--- config.mk ---
export PLATFORM = sky130hd
export DESIGN_NAME = tdes_ahb_ctrl
export DESIGN_NICKNAME = d
export VERILOG_FILES = /design/src/rtl/tdes_ahb_ctrl.sv
export SDC_FILE = /design/constraint.sdc
export NUM_CORES = 1
export LEC_CHECK = 0
export ABC_AREA = 0
export BUFFER_PORTS_ARGS = -buffer_cell sky130_fd_sc_hd__buf_2
export CORE_ASPECT_RATIO = 0.7
export CORE_MARGIN = 4
export CORE_UTILIZATION = 54
export DETAILED_ROUTE_END_ITERATION = 10
export PLACE_DENSITY = 0.82
export SYNTH_ARGS = -nofsm -noshare
export SYNTH_HDL_FRONTEND = slang
export SYNTH_SLANG_ARGS = --single-unit
--- constraint.sdc ---
create_clock -name HCLK -period 11.3 [get_ports HCLK]
set_input_delay 0 -clock HCLK [delete_from_list [all_inputs] [get_ports HCLK]]
set_output_delay 0 -clock HCLK [all_outputs]
set_load 0.005 [all_outputs]
--- src/rtl/tdes_ahb_ctrl.sv ---
// AHB-Lite slave front end for a 3DES core: mode/key/chunk registers, core handshake, result FIFO.
// Single-cycle data phase when nothing stalls; illegal accesses take the two-cycle ERROR response.
// HREADY is pulled low while the core, in-flight count or FIFO is not ready; stalls time out into ERROR.
module tdes_ahb_ctrl #(
  parameter int DATA_W    = 64,
  parameter int OUT_DEPTH = 4,
  parameter int WAIT_MAX  = 64
) (
  input  logic              HCLK,
  input  logic              HRESET,
  input  logic [31:0]       HADDR,
  input  logic [1:0]        HTRANS,
  input  logic              HWRITE,
  input  logic [2:0]        HSIZE,
  input  logic [DATA_W-1:0] HWDATA,
  output logic [DATA_W-1:0] HRDATA,
  output logic              HREADY,
  output logic              HRESP,
  output logic              core_mode,
  output logic [DATA_W-1:0] core_key1,
  output logic [DATA_W-1:0] core_key2,
  output logic [DATA_W-1:0] core_key3,
  output logic [DATA_W-1:0] core_data,
  output logic              core_valid,
  input  logic              core_ready,
  input  logic [DATA_W-1:0] core_result,
  input  logic              core_result_valid,
  output logic              core_result_ready
);

  localparam int PTR_W  = $clog2(OUT_DEPTH);
  localparam int CNT_W  = PTR_W + 1;
  localparam int WCNT_W = $clog2(WAIT_MAX + 1);

  typedef enum logic [2:0] {
    S_ADDR,
    S_DATA,
    S_WAIT,
    S_ERR1,
    S_ERR2
  } state_t;

  typedef enum logic [2:0] {
    R_MODE,
    R_KEY1,
    R_KEY2,
    R_KEY3,
    R_CHUNK
  } reg_t;

  state_t state, state_nx;

  // Address-phase decode results and their captured copies for the data phase
  reg_t dec_sel;
  logic dec_ok;
  reg_t sel_q;
  logic wr_q;

  // Stall / completion qualifiers for the current data phase
  logic in_data;
  logic stall;
  logic done;
  logic expire;
  logic ready_now;
  logic accept;

  logic [WCNT_W-1:0] wcnt;
  logic [3:0]        inflight;

  // Result FIFO storage
  logic [DATA_W-1:0] fifo_mem [OUT_DEPTH];
  logic [PTR_W-1:0]  wptr;
  logic [PTR_W-1:0]  rptr;
  logic [CNT_W-1:0]  fifo_count;
  logic              fifo_full;
  logic              fifo_empty;
  logic              push;
  logic              pop;

  logic              hs_in;
  logic              hs_out;
  logic [3:0]        cnt4;
  logic [DATA_W-1:0] status_word;

  // BUSY (HTRANS=01) is treated like IDLE, so only bit 1 matters
  logic unused_htrans;
  assign unused_htrans = HTRANS[0];

  // Decode the address phase: which register, and whether the access is legal
  always_comb begin
    dec_sel = R_MODE;
    dec_ok  = 1'b0;
    case (HADDR)
      32'h0000_0000: begin dec_sel = R_MODE;  dec_ok = 1'b1;   end
      32'h0000_0400: begin dec_sel = R_KEY1;  dec_ok = HWRITE; end
      32'h0000_0800: begin dec_sel = R_KEY2;  dec_ok = HWRITE; end
      32'h0000_0C00: begin dec_sel = R_KEY3;  dec_ok = HWRITE; end
      32'h0000_1000: begin dec_sel = R_CHUNK; dec_ok = 1'b1;   end
      default: ;
    endcase
    if (HSIZE != 3'b011) dec_ok = 1'b0;
  end

  assign fifo_full  = (fifo_count == CNT_W'(OUT_DEPTH));
  assign fifo_empty = (fifo_count == '0);

  // Data-phase stall: pending chunk not yet taken, key/mode change under in-flight work, or empty FIFO read
  always_comb begin
    in_data = (state == S_DATA) || (state == S_WAIT);
    stall   = 1'b0;
    if (in_data) begin
      if (wr_q && sel_q == R_CHUNK)      stall = core_valid && !core_ready;
      else if (wr_q)                     stall = (inflight != 4'd0);
      else if (sel_q == R_MODE)          stall = fifo_empty;
    end
  end

  assign done      = in_data && !stall;
  assign expire    = (state == S_WAIT) && stall && (wcnt == WCNT_W'(WAIT_MAX - 1));
  assign ready_now = !(stall || state == S_ERR1);
  // Address phases during the second ERROR cycle are dropped even though HREADY is high
  assign accept    = HTRANS[1] && ready_now && (state != S_ERR2);

  assign HREADY = ready_now;
  assign HRESP  = (state == S_ERR1) || (state == S_ERR2);

  // State register
  always_ff @(posedge HCLK or posedge HRESET) begin
    if (HRESET) state <= S_ADDR;
    else        state <= state_nx;
  end

  // Next-state: pipelined accept on the completing cycle, stall into WAIT, timeout into ERROR
  always_comb begin
    state_nx = state;
    case (state)
      S_ADDR: begin
        if (accept) state_nx = dec_ok ? S_DATA : S_ERR1;
      end
      S_DATA, S_WAIT: begin
        if (stall)       state_nx = expire ? S_ERR1 : S_WAIT;
        else if (accept) state_nx = dec_ok ? S_DATA : S_ERR1;
        else             state_nx = S_ADDR;
      end
      S_ERR1:  state_nx = S_ERR2;
      S_ERR2:  state_nx = S_ADDR;
      default: state_nx = S_ADDR;
    endcase
  end

  // Capture the accepted address phase for use in its data phase
  always_ff @(posedge HCLK or posedge HRESET) begin
    if (HRESET) begin
      sel_q <= R_MODE;
      wr_q  <= 1'b0;
    end else if (accept) begin
      sel_q <= dec_sel;
      wr_q  <= HWRITE;
    end
  end

  // Count consecutive stalled WAIT cycles; cleared whenever not stalling in WAIT
  always_ff @(posedge HCLK or posedge HRESET) begin
    if (HRESET)                         wcnt <= '0;
    else if (state == S_WAIT && stall)  wcnt <= wcnt + WCNT_W'(1);
    else                                wcnt <= '0;
  end

  // Mode and key registers, written only on a completing data phase
  always_ff @(posedge HCLK or posedge HRESET) begin
    if (HRESET) begin
      core_mode <= 1'b0;
      core_key1 <= '0;
      core_key2 <= '0;
      core_key3 <= '0;
    end else if (done && wr_q) begin
      case (sel_q)
        R_MODE:  core_mode <= HWDATA[0];
        R_KEY1:  core_key1 <= HWDATA;
        R_KEY2:  core_key2 <= HWDATA;
        R_KEY3:  core_key3 <= HWDATA;
        default: ;
      endcase
    end
  end

  assign hs_in  = core_valid && core_ready;
  assign hs_out = core_result_valid && core_result_ready;

  // Chunk register: held until the core takes it; a new load in the handshake cycle keeps valid high
  always_ff @(posedge HCLK or posedge HRESET) begin
    if (HRESET) begin
      core_data  <= '0;
      core_valid <= 1'b0;
    end else begin
      if (hs_in) core_valid <= 1'b0;
      if (done && wr_q && sel_q == R_CHUNK) begin
        core_data  <= HWDATA;
        core_valid <= 1'b1;
      end
    end
  end

  // Chunks handed to the core but whose results have not yet been accepted
  always_ff @(posedge HCLK or posedge HRESET) begin
    if (HRESET) inflight <= 4'd0;
    else begin
      case ({hs_in, hs_out})
        2'b10:   inflight <= inflight + 4'd1;
        2'b01:   inflight <= inflight - 4'd1;
        default: ;
      endcase
    end
  end

  // A full FIFO still accepts a result in the cycle it is being popped
  assign pop               = done && !wr_q && (sel_q == R_MODE);
  assign core_result_ready = !fifo_full || pop;
  assign push              = hs_out;

  // FIFO pointers and occupancy; pointers wrap naturally at the power-of-two depth
  always_ff @(posedge HCLK or posedge HRESET) begin
    if (HRESET) begin
      wptr       <= '0;
      rptr       <= '0;
      fifo_count <= '0;
    end else begin
      if (push) wptr <= wptr + PTR_W'(1);
      if (pop)  rptr <= rptr + PTR_W'(1);
      case ({push, pop})
        2'b10:   fifo_count <= fifo_count + CNT_W'(1);
        2'b01:   fifo_count <= fifo_count - CNT_W'(1);
        default: ;
      endcase
    end
  end

  // FIFO storage has no reset; contents are only visible behind the occupancy count
  always_ff @(posedge HCLK) begin
    if (push) fifo_mem[wptr] <= core_result;
  end

  assign cnt4 = 4'(fifo_count);

  // Read data only on the completing cycle of a read; zero at all other times
  always_comb begin
    status_word      = '0;
    status_word[8:0] = {cnt4, inflight, core_valid};
    HRDATA           = '0;
    if (done && !wr_q) begin
      if (sel_q == R_MODE)       HRDATA = fifo_mem[rptr];
      else if (sel_q == R_CHUNK) HRDATA = status_word;
    end
  end

endmodule
## Yosys cells after proc, flatten, opt, wreduce, memory -nomap -nowiden

Memories as Yosys holds them, arrays and structs flattened.
Cells that the tools add are included.

- Output and inout bits: 325
- Logic and storage cells: 103
- Memories kept: 1
- Register bits: 283
- Input bits: 170
- Memory bits (writable): 256

Memory list:

| memory | words | width | read ports | clocked after Yosys merged registers in | write ports | RTL line | source |
|---|---|---|---|---|---|---|---|
| fifo_mem | 4 | 64 | 1 | 0 | 1 | 71 | `logic [DATA_W-1:0] fifo_mem [OUT_DEPTH];` |

- Equal/unequal tests: 21
- Add/sub/neg operators: 7
- Reductions and logical operators: 37
- Multiplexer cells: 23

Operators by type and width:

| cell | number |
|---|---|
| $mux 64 | 2 |
| $eq 32x12->1 const B | 2 |
| $eq 32x11->1 const B | 1 |
| $eq 32x13->1 const B | 1 |
| $logic_not 32->1 | 1 |
| $logic_and 1x1->1 | 13 |
| $eq 3x2->1 const B | 4 |
| $pmux 3 s4 | 1 |
| $mux 1 | 10 |
| $eq 3x3->1 const B | 3 |
| $logic_not 3->1 | 3 |
| $pmux 3 s3 | 1 |
| $mux 8 | 1 |
| $pmux 4 s2 | 1 |
| $reduce_and 2->1 | 4 |
| $add 7x1->7 const B | 1 |
| $eq 7x6->1 const B | 1 |
| $mux 7 | 1 |
| $eq 3x1->1 const B | 2 |
| $mux 2 | 3 |
| $pmux 3 s2 | 1 |
| $reduce_bool 2->1 | 3 |
| $logic_not 1->1 | 5 |
| $add 2x1->2 const B | 2 |
| 15 further kinds | 21 |

## Longest topological paths before layout

- Depth in word-level cells: 13
- Depth in mapped cells: 13
- Gate-level depth less buffers: 10

## Least setup slack after synthesis

No wires, ideal clock.

- Path kind: register to register
- From: register sel_q[0]
- To: memory fifo_mem[0][0], enable pin
- Cell stages (with the launch flop): 7
- Path buffers: 2
- Data required time: 10.871 ns
- Library setup time: 0.429 ns
- Arrival time: 3.015 ns
- Slack: 7.856 ns
- Clock period less this slack: 3.444 ns
- Cell sequence: dfrtp_1 clkbuf_1 or3_1 nor4_4 o21a_1 buf_2 and2_1

- Word-level cells in the longest chain between the ends: 13
- Elaborated cells between the ends (all ways): 15
- Those cells by class: eq/ne (1); mux (6); reduce/logical (8)

RTL lines:

| element | RTL line | source |
|---|---|---|
| start, declared | 56 | `reg_t sel_q;` |
| start signal, assigned | 157 | `sel_q <= dec_sel;` |
| $logic_not 3->1 | 114, 217 |  |
| $mux 1 | 114 | `else if (sel_q == R_MODE) stall = fifo_empty;` |
| $mux 1 | 113 | `else if (wr_q) stall = (inflight != 4'd0);` |
| $mux 1 | 112 | `if (wr_q && sel_q == R_CHUNK) stall = core_valid && !core_ready;` |
| $mux 1 | 111 | `if (in_data) begin` |
| $logic_not 1->1 | 118 | `assign done = in_data && !stall;` |
| $logic_and 1x1->1 | 118 |  |
| $logic_and 1x1->1 | 217 | `assign pop = done && !wr_q && (sel_q == R_MODE);` |
| $logic_and 1x1->1 * | 217 |  |
| $logic_or 1x1->1 * | 218 | `assign core_result_ready = !fifo_full \|\| pop;` |
| $logic_and 1x1->1 * | 188 | `assign hs_out = core_result_valid && core_result_ready;` |
| named net hs_out | 81 | `logic hs_out;` |
| $mux 1 * | 240 | `if (push) fifo_mem[wptr] <= core_result;` |
| $mux 1 (implied by the code) * | 240 |  |
| end, declared | 71 |  |

The timed path passes the listed nets; every way through them passes the cells marked *.

## Worst setup path after layout

- From: register sel_q[2]
- To: memory fifo_mem[2][23], enable pin

- Word-level cells in the longest chain between the ends: 13
- Elaborated cells between the ends (all ways): 15
- Those cells by class: eq/ne (1); mux (6); reduce/logical (8)

RTL lines:

| element | RTL line |
|---|---|
| $logic_not 3->1 | 114, 217 |
| $mux 1 | 114 |
| $mux 1 | 113 |
| $mux 1 | 112 |
| $mux 1 | 111 |
| $logic_not 1->1 | 118 |
| $logic_and 1x1->1 | 118 |
| $logic_and 1x1->1 | 217 |
| $logic_and 1x1->1 * | 217 |
| $logic_or 1x1->1 * | 218 |
| $logic_and 1x1->1 * | 188 |
| $mux 1 * | 240 |
| $mux 1 (implied by the code) * | 240 |

Mark *: on every way between the ends. The rest lies on a longest branch, timed or not.

==> impl_metrics.toml <==
[critical_path]
critical_path_buf_inv_count = 2
crit_chain = "or3_1 -> nor4_4 -> buf_4 -> o21a_1 -> and2_2 -> buf_4"
cp-end-kind = "register"
crit_family = "buffers and inverters"
cp.required_ns = 11.50
cpMostUsedCell = "buf_4"
start_kind = "register"
cp_slowest_cell = "buf_4"
cpPeakStageDelay_ns = 0.69
path_max_fanout = 60
worst-setup-path-type = "reg -> reg"
worstPathArrival_ns = 3.73
r2r_cells = 6
cp.depth = 6

[die]
start_util_pct = 54.7
ioPinCount = 495
fp-row-count = 61
die_w_um = 248
dieArea_sq_um = 43600
core_sq_um = 39800
die_h_um = 176

[finish]
drive_above_1_share_pct = 51.4
final_cells = 2349
nNetsFinal = 1949
syn2layout_area_growth_pct = 27.9
fillers = 2461
postLayoutCoreUtil_pct = 69.9
design_area_sq_um = 27800

[drt]
wl_met3_mm = 3.20
met2WireLength_mm = 28.8
drc = 0
num_vias = 12900
wire_per_inst_um = 23.9
highest_layer = "met4"
ant_nets = 0
first_pass_iters = 4
routed_wl_mm = 56.2
drt-met1-wl_mm = 21.8
vias_per_cell = 5.48
drt_iter0_drc = 873

[power]
power_density_nw_per_um2 = 210
leakagePower_nw = 12.8
peakVddDrop_v = 0.000161

[yosys]
synth_edf_count = 256
synth_area_leader_cell = "edfxtp_1"
synth_common_cells = "283 x dfrtp_1, 256 x edfxtp_1, 180 x mux2_4, 82 x mux2_2, 64 x mux4_2"
syn_nets = 1307
yosysTopAreaCellShare_pct = 35.4
syn_inst = 1127
synth-seq-cells = 539
synthArstFlopShare_pct = 52.5
synth.most_common_cell = "dfrtp_1"
netlist_area_sq_um = 21700
ys_seq_area_share_pct = 67.9
synth.avg_cell_area_sq_um = 19.3
synth.top_cells.by_area = "edfxtp_1 35%, dfrtp_1 33%, mux2_4 12%"
synthDistinctLibCells = 57
yosys_warnings = 0
ys_dominant_reg_cell = "dfrtp_1"

[placement]
gp_congestion = 0.830
dpl.cell_count = 2110
io_buffers = 493
dpl.hpwl_mm = 35.9
detailed_place.area_sq_um = 24500

[sta]
fmax_ghz = 0.284
tightest_slew_ns = 1.05
min_period_ns = 3.53
holdWs_ns = 0.152
fin_crit_sh_pct = 31.2
finClkSkew_ns = 0.0235
rsz0062_at_grt = "false"
finalSetupTns_ns = 0
hold_viol = 0
drv_slew = 0
setup_viol = 0
maxSlewHeadroom_pct = 29.9

[min_path]
holdCritPathClass = "in -> async"

[global_routing]
grt_max_degree = 135
grt_pass1_vias = 13900
antenna_found_initial = 4
grt_pass1_wl_mm = 84.8
grt_use_total_pct = 25.4
grt_overflow = 0

[clock_tree]
cts_buffers = 51
root_buffer = "clkbuf_16"
cts_tree = "done"
clkTransAtPathRegs_ns = 0.07
cts_resized = 0
worstSkewPairLatency_ns = 0.57
clockBufferDepth = 3
htreeDepth = 2
cts_sinks = 539

[run]
max_cap_violations = 0

[outcome]
outcome = "complete, no violations"
==> cells by family after synthesis <==
kind of cell,share of synthesized area (%)
XOR/XNOR,0.760
flip-flops,67.9
adder cells (fa/ha/maj),0.610
AND/OR/NAND/NOR,3.99
multiplexers,23.5
AO/OA/AOI/OAI,0.875
buffers and inverters,2.37
==> worst reg2reg max path, delay by kind of cell (launching register included) <==
family / cells / cell delay (ns)
AO/OA/AOI/OAI: 1 / 0.44
buffers and inverters: 2 / 1.22
flip-flops: 1 / 0.44
AND/OR/NAND/NOR: 3 / 0.95
==> cell usage in the layout (no fill, tap or decap), types with 3 or more instances in the layout <==
cell,n
nand2_1,6
buf_2,493
and3_1,56
inv_1,10
nor2b_1,4
nor3_1,4
buf_4,14
a22oi_1,5
nand3_1,6
mux4_2,64
ha_1,9
clkbuf_8,5
nand2b_1,3
dfrtp_1,281
and2_2,4
clkinv_2,5
xnor2_1,7
o2bb2ai_1,3
xor2_1,10
mux2_2,82
clkinv_1,7
clkbuf_16,51
mux2_4,180
clkbuf_1,7
nor4_1,13
clkinvlp_4,4
edfxtp_1,256
bufinv_16,11
nor2_1,16
dlygate4sd3_1,141
a21oi_1,4
mux2i_1,3
==> where the power goes <==
group	total [mW]	internal (mW)	switching [mW]
combinational	1.39	0.670	0.716
clock	1.87	1.12	0.751
sequential	2.57	2.39	0.182
==> path summary, 6_finish.rpt <==
kind / startpoint / end / slack, ns
worst max-delay path: sel_q[2]$_DFFE_PP0P_ / fifo_mem[2][23]$_DFFE_PP_ / 7.77
worst min-delay path: HRESET / core_key3[31]$_DFFE_PP0P_ / 0.15
worst max register to register: sel_q[2]$_DFFE_PP0P_ / fifo_mem[2][23]$_DFFE_PP_ / 7.77
worst min register to register: wcnt[0]$_DFF_PP0_ / wcnt[0]$_DFF_PP0_ / 0.50
max in group asynchronous: HRESET / rptr[0]$_DFFE_PP0P_ / 9.60
min in group HCLK: core_result[51] / fifo_mem[3][51]$_DFFE_PP_ / 0.17
==> per-layer routing <==
layer  GRT usage [%]  vias to the layer above
li1                -                     5602
met1            32.2                     6665
met2            43.0                      466
met3            5.10                      145
met4            10.5                        0
met5               0                        -
==> sequential cells by signal, indices dropped and copies added (netlist names), 4 cells and up <==
| name | count |
|---|---|
| core_data | 64 |
| core_key1 | 64 |
| core_key2 | 64 |
| core_key3 | 64 |
| fifo_mem | 256 |
| inflight | 4 |
| wcnt | 7 |
==> metrics by stage <==
step / total power, mW / worst slack, ns
finish: 5.83 / 7.77
detailed placement: 3.94 / 7.77
global route: 6.09 / 7.57
CTS: 5.86 / 7.76
floorplan: 3.39 / 3.49
global placement: 3.89 / 7.81
==> layout make-up <==
class / instances / area [sq um] / share of cell area [%]
diodes: 2 / 5.00 / 0.0180
clock buffers: 63 / 1370 / 4.93
clock inverters: 33 / 490 / 1.76
inverters: 11 / 48.8 / 0.175
multi-input cells: 518 / 6460 / 23.2
flip-flops and latches: 539 / 14800 / 53.1
well taps: 535 / 669 / 2.41
repair buffers: 648 / 3980 / 14.3
==> what timing repair did <==
item                      CTS  global route
hold buffers              141             0
hold endpoints to repair  653             0
buffers inserted            0             0
(Power assumes the default switching activity.)
